## config.mk

```make
export PLATFORM = sky130hd
export DESIGN_NAME = uart_rx_ext
export DESIGN_NICKNAME = d
export VERILOG_FILES = /design/src/rtl/uart_pkg.sv /design/src/rtl/uart_rx_ext_sampler.sv /design/src/rtl/uart_rx_ext.sv
export SDC_FILE = /design/constraint.sdc
export NUM_CORES = 1
export LEC_CHECK = 0
export CORE_AREA = 4 4 67 75
export DETAILED_ROUTE_END_ITERATION = 16
export DIE_AREA = 0 0 71 79
export GPL_TIMING_DRIVEN = 0
export PLACE_DENSITY = 0.85
export SLEW_MARGIN = 20
export SYNTH_ARGS = -nofsm -noshare
export SYNTH_HDL_FRONTEND = slang
export SYNTH_HIERARCHICAL = 1
export SYNTH_SLANG_ARGS = --single-unit
```

## constraint.sdc

```tcl
create_clock -name clk -period 7.8 [get_ports clk]
set_input_delay 1.56 -clock clk [delete_from_list [all_inputs] [get_ports clk]]
set_output_delay 1.56 -clock clk [all_outputs]
set_load 0.02 [all_outputs]
```

## src/rtl/uart_pkg.sv

```systemverilog
// Shared definitions for the extended UART receiver: FSM state encoding,
// supported oversampling ratios and the internal edge-counter width.
package uart_pkg;

  typedef enum logic [2:0] {
    IDLE   = 3'd0,
    START  = 3'd1,
    DATA   = 3'd2,
    PARITY = 3'd3,
    STOP   = 3'd4
  } rx_state_e;

  // Edge counter must reach 31 for the largest ratio
  localparam int CNT_W = 6;

  localparam logic [CNT_W-1:0] PRESC_8  = 6'd8;
  localparam logic [CNT_W-1:0] PRESC_16 = 6'd16;
  localparam logic [CNT_W-1:0] PRESC_32 = 6'd32;

endpackage

```

## src/rtl/uart_rx_ext_sampler.sv

```systemverilog
// Per-bit edge counter plus 3-sample majority voter around the bit centre.
// o_last marks the final edge of a bit; o_bit holds the voted value of that bit.
module uart_rx_ext_sampler
  import uart_pkg::*;
(
  input  logic             clk,
  input  logic             rst,
  input  logic             i_active,
  input  logic             i_rx,
  input  logic [CNT_W-1:0] i_presc,
  output logic             o_last,
  output logic             o_bit
);

  localparam logic [CNT_W-1:0] ONE = 1;

  logic [CNT_W-1:0] r_cnt;
  logic [CNT_W-1:0] w_half;
  logic             r_s0;
  logic             r_s1;
  logic             r_bit;

  assign w_half = i_presc >> 1;
  assign o_last = (r_cnt == i_presc - ONE);
  assign o_bit  = r_bit;

  // NOTE: sequential state uses non-blocking assignments so every flop samples pre-edge values.
  always_ff @(posedge clk or negedge rst) begin
    if (!rst) begin
      r_cnt <= '0;
      r_s0  <= 1'b1;
      r_s1  <= 1'b1;
      r_bit <= 1'b1;
    end else if (!i_active) begin
      r_cnt <= '0;
    end else begin
      r_cnt <= o_last ? '0 : r_cnt + ONE;
      if (r_cnt == w_half - ONE) r_s0 <= i_rx;
      if (r_cnt == w_half)       r_s1 <= i_rx;
      if (r_cnt == w_half + ONE)
        r_bit <= (r_s0 & r_s1) | (r_s0 & i_rx) | (r_s1 & i_rx);
    end
  end

endmodule

```

## src/rtl/uart_rx_ext.sv

```systemverilog
// Oversampling UART receiver with runtime prescale/parity/stop configuration.
// Define UART_RX_EXT_SYNC_EN to pass rx_in through a 2-flop synchroniser.
module uart_rx_ext
  import uart_pkg::*;
#(
  parameter int DATA_WIDTH = 8,
  parameter int PRESCALE_W = 6
) (
  input  logic                  clk,
  input  logic                  rst,
  input  logic                  rx_in,
  input  logic [PRESCALE_W-1:0] prescale,
  input  logic                  par_en,
  input  logic                  par_typ,
  input  logic                  stop2,
  output logic [DATA_WIDTH-1:0] p_data,
  output logic                  data_valid,
  output logic                  par_err,
  output logic                  stp_err
);

  localparam logic [3:0] BIT_LAST = 4'(DATA_WIDTH - 1);

  rx_state_e             r_state;
  logic [CNT_W-1:0]      r_presc;
  logic                  r_par_en;
  logic                  r_par_typ;
  logic                  r_stop2;
  logic [DATA_WIDTH-1:0] r_shift;
  logic [3:0]            r_bit_idx;
  logic                  r_stop_idx;
  logic                  r_par_bad;
  logic                  r_stp_bad;
  logic                  w_rx;
  logic                  w_active;
  logic                  w_last;
  logic                  w_bit;
  logic [CNT_W-1:0]      w_presc_new;

`ifdef UART_RX_EXT_SYNC_EN
  logic r_sync1;
  logic r_sync2;

  always_ff @(posedge clk or negedge rst) begin
    if (!rst) begin
      r_sync1 <= 1'b1;
      r_sync2 <= 1'b1;
    end else begin
      r_sync1 <= rx_in;
      r_sync2 <= r_sync1;
    end
  end

  assign w_rx = r_sync2;
`else
  assign w_rx = rx_in;
`endif

  // Unsupported ratios fall back to 8 so the counter always has a sane period
  // NOTE: the default assignment up front keeps this block free of inferred latches.
  always_comb begin
    w_presc_new = PRESC_8;
    case (32'(prescale))
      32'(PRESC_16): w_presc_new = PRESC_16;
      32'(PRESC_32): w_presc_new = PRESC_32;
      default:       w_presc_new = PRESC_8;
    endcase
  end

  assign w_active = (r_state != IDLE);

  uart_rx_ext_sampler u_sampler (
    .clk      (clk),
    .rst      (rst),
    .i_active (w_active),
    .i_rx     (w_rx),
    .i_presc  (r_presc),
    .o_last   (w_last),
    .o_bit    (w_bit)
  );

  always_ff @(posedge clk or negedge rst) begin
    if (!rst) begin
      r_state    <= IDLE;
      r_presc    <= PRESC_8;
      r_par_en   <= 1'b0;
      r_par_typ  <= 1'b0;
      r_stop2    <= 1'b0;
      r_shift    <= '0;
      r_bit_idx  <= '0;
      r_stop_idx <= 1'b0;
      r_par_bad  <= 1'b0;
      r_stp_bad  <= 1'b0;
      p_data     <= '0;
      data_valid <= 1'b0;
      par_err    <= 1'b0;
      stp_err    <= 1'b0;
    end else begin
      data_valid <= 1'b0;
      par_err    <= 1'b0;
      stp_err    <= 1'b0;
      case (r_state)
        IDLE: begin
          if (!w_rx) begin
            r_state    <= START;
            r_presc    <= w_presc_new;
            r_par_en   <= par_en;
            r_par_typ  <= par_typ;
            r_stop2    <= stop2;
            r_bit_idx  <= '0;
            r_stop_idx <= 1'b0;
            r_par_bad  <= 1'b0;
            r_stp_bad  <= 1'b0;
          end
        end
        START: begin
          if (w_last) r_state <= w_bit ? IDLE : DATA;
        end
        DATA: begin
          if (w_last) begin
            r_shift <= {w_bit, r_shift[DATA_WIDTH-1:1]};
            if (r_bit_idx == BIT_LAST) r_state <= r_par_en ? PARITY : STOP;
            else                       r_bit_idx <= r_bit_idx + 4'd1;
          end
        end
        PARITY: begin
          if (w_last) begin
            r_par_bad <= (w_bit != (^r_shift ^ r_par_typ));
            r_state   <= STOP;
          end
        end
        STOP: begin
          if (w_last) begin
            if (r_stop2 && !r_stop_idx) begin
              r_stop_idx <= 1'b1;
              r_stp_bad  <= ~w_bit;
            end else begin
              // Frame complete: either a good word or an error pulse, never both
              r_state <= IDLE;
              if (r_par_bad || r_stp_bad || !w_bit) begin
                par_err <= r_par_bad;
                stp_err <= r_stp_bad | ~w_bit;
              end else begin
                data_valid <= 1'b1;
                p_data     <= r_shift;
              end
            end
          end
        end
        default: r_state <= IDLE;
      endcase
    end
  end

endmodule

```

==> reports/metrics.yaml <==
critPathLaunchType: "register"
dieHeight_um: 79
max_freq_ghz: 0.2784
synth_cells: 255
synthTopCellsByCount: "40 x dfrtp_1, 31 x nand2_1, 19 x nor2_1"
cts_sinks: 44
drc: 0
crit_type: "reg -> reg"
muxShareOfSynthArea_pct: 10.58
io_buffers: 22
status: "finished clean"
ys_ff_latch: 44
min_from: "r_presc[4]$_DFFE_PN0P_"
ys.warnings.count: 6
grt_use_total_pct: 20.32
wl_per_cell_um: 14.37
rr_worst_depth: 10
cp.required_ns: 7.98
n_antenna_cell: 0
max_slew_margin_pct: 34.73
synth-simple-area-share_pct: 18.61
worstPathArrival_ns: 3.77
clk_pin_slew_ns: 0.08
p_leak_uw: 0.001376
ant_nets: 0
tns_ns: 0
die-area_um2: 5609
wirelength_um: 5001
crit_path_end_kind: "register"
worstMarginPinSlew_ns: 0.9772
grt_max_degree: 25
dr_total_vias: 1964
clock-root-buffer: "clkbuf_8"
r2r_setup_slack_ns: 4.21
peakVddDrop_uv: 218.9
cts.path.max_buffers: 2
synth_edf_count: 0
overflow: 0
crit_fanout: 10
core-area_um2: 4254
drive_above_1_share_pct: 14.29
numCtsBuffers: 5
reg2reg_to: "r_state[1]$_DFFE_PN0P_"
final_util_pct: 71.29
fillCellCount: 329
setup-violations-final: 0
postCtsHoldBufs: 0
postLayoutCellArea_um2: 3033
yosysTopAreaCellShare_pct: 38.46
row_count: 25
insertion_delay_ns: 0.29
finalCriticalPeriod_ns: 3.591
place_ws_ns: 4.250
start_util_pct: 61.18
holdPathStages: 2
areaGrowthSynthToFinish_pct: 16.54
startpoint: "r_presc[3]$_DFFE_PN1P_"
grt_pass1_vias: 1989
fin_nets: 311
io_pins: 23
slowest_stage: "a2111oi_2"
grt_first_pass_wirelength_um: 9025
fin_crit_sh_pct: 46.04
drt_iter0_markers: 165
antenna_found_initial: 0
cpPeakStageDelay_ns: 0.91
rr_startpoint: "r_presc[3]$_DFFE_PN1P_"
yosysSeqAreaShare_pct: 42.50
avgSynthCellArea_um2: 10.21
synth_flop_cell: "dfrtp_1"
synth_top_area_cell: "dfrtp_1"
layout_setup_ws_ns: 4.209
ys_types: 58
gp_congestion: 0.8801
cts.htree.levels: 2
die_x_um: 71
rsz0062_at_grt: "false"
syn_area_um2: 2602
skew_ns: 0.006079
synthAdderAreaFrac_pct: 3.269
p_per_area_nw_per_um2: 246.8
cts_tree: "built"
synth_compound_area_share_pct: 9.760
final_max_slew_viol_count: 0
min_to: "r_presc[4]$_DFFE_PN0P_"
crit_chain: "buf_2 > nand3b_1 > a21boi_0 > o21bai_1 > a2111oi_2 > clkbuf_1 > o21ai_0 > o311a_1 > a311oi_1 > mux2_2"
dpl_cell_area_um2: 2943
synth_top_family_by_area: "simple AND/OR/NAND/NOR gates"
cap_violations: 0
yosysMostFrequentCell: "dfrtp_1"
cts_resized: 0
synth_area_leaders: "dfrtp_1 38%, xnor2_1 5.7%, mux2_4 4.6%"
synthArstFlopShare_pct: 100.0
first_pass_iters: 4
vias_per_cell: 5.644
finalHoldViolCount: 0
hp-class: "reg -> reg"
synth_xor_area_share_pct: 10.96
hpwl_um: 3686
cts.repair_timing.setup_buffer_count: 0
==> cell families (layout without fill, tap and decap cells) <==
family                     Yosys count  after routing
AOI/OAI and AO/OA                   35             35
xor gates and xnor gates            31             31
adders and majority gates            7              7
buffers and inverters               22             53
DFF                                 44             44
muxes                               22             22
other                                1              9
and+or+nand+nor                     93             93
==> area by class of cell <==
type                    instances  area, um^2  share of cell area [%]
clock buffers                   8       90.09                   2.970
well taps                      54       67.56                   2.228
multi-input cells             197        1418                   46.74
inverters                       8       30.03                  0.9901
flip-flops and latches         44        1106                   36.47
repair buffers                 23       242.7                   8.003
plain buffers                  14       78.83                   2.599
==> cells in the final DEF (no fill, tap or decap), types with 3 or more instances in the layout <==
cell type,n
buf_2,7
dfstp_2,4
nor2_1,19
dfrtp_1,40
nand2_1,31
ha_1,6
o21ai_0,8
clkbuf_8,6
clkdlybuf4s50_1,21
nand3_1,10
mux2_4,8
a21oi_1,6
nand2b_1,5
conb_1,9
nand3b_1,5
and2_1,3
xor2_1,13
xnor2_1,17
mux2_2,10
clkbuf_1,7
inv_1,8
==> worst max-delay path, delay by kind of cell, from the launching register on <==
family	cells	cell delay (ns)
AOI/OAI and AO/OA	6	1.83
buffers and inverters	2	0.63
DFF	1	0.54
muxes	1	0.38
and+or+nand+nor	1	0.09
==> metal layers <==
metal  vias to the layer above  GRT usage (%)  wire, um  part of all wire (%)
met5                         -              0         0                     0
met4                         0          7.895        81                   1.6
met3                         9          3.544       187                   3.7
met2                        51          37.11      2652                    53
met1                       952          23.42      2079                    42
li1                        952              -         -                     -
==> how the worst max path moves through the flow <==
stage | to | slack, ns
floorplan | r_state[1]$_DFFE_PN0P_ | 4.77
global placement | r_state[2]$_DFFE_PN0P_ | 4.10
detailed placement | r_state[1]$_DFFE_PN0P_ | 4.25
CTS | r_state[1]$_DFFE_PN0P_ | 4.25
global route | r_state[1]$_DFFE_PN0P_ | 3.89
finish | r_state[1]$_DFFE_PN0P_ | 4.21
==> report_power, final <==
part | switching (uW) | internal, uW
Combinational | 158 | 130
Sequential | 42.4 | 276
Clock | 69.4 | 72.2
==> state kept, by name, indices dropped and copies added, names as in the netlist, 3 cells and up <==
signal	flops
r_presc	3
r_shift	8
r_bit_idx	4
u_sampler/r_cnt	6
p_data	8
r_state	3
==> metrics by stage <==
stage          cells  power [uW]  hold slack (ns)
6_report         348       748.5           0.4741
5_1_grt          348       812.6           0.5301
4_1_cts          348       752.4           0.4817
3_5_place_dp     340       606.1           0.4639
3_3_place_gp     339       592.5           0.4578
2_1_floorplan    263       539.6           0.4431
Power figures use the tool's default switching activity.
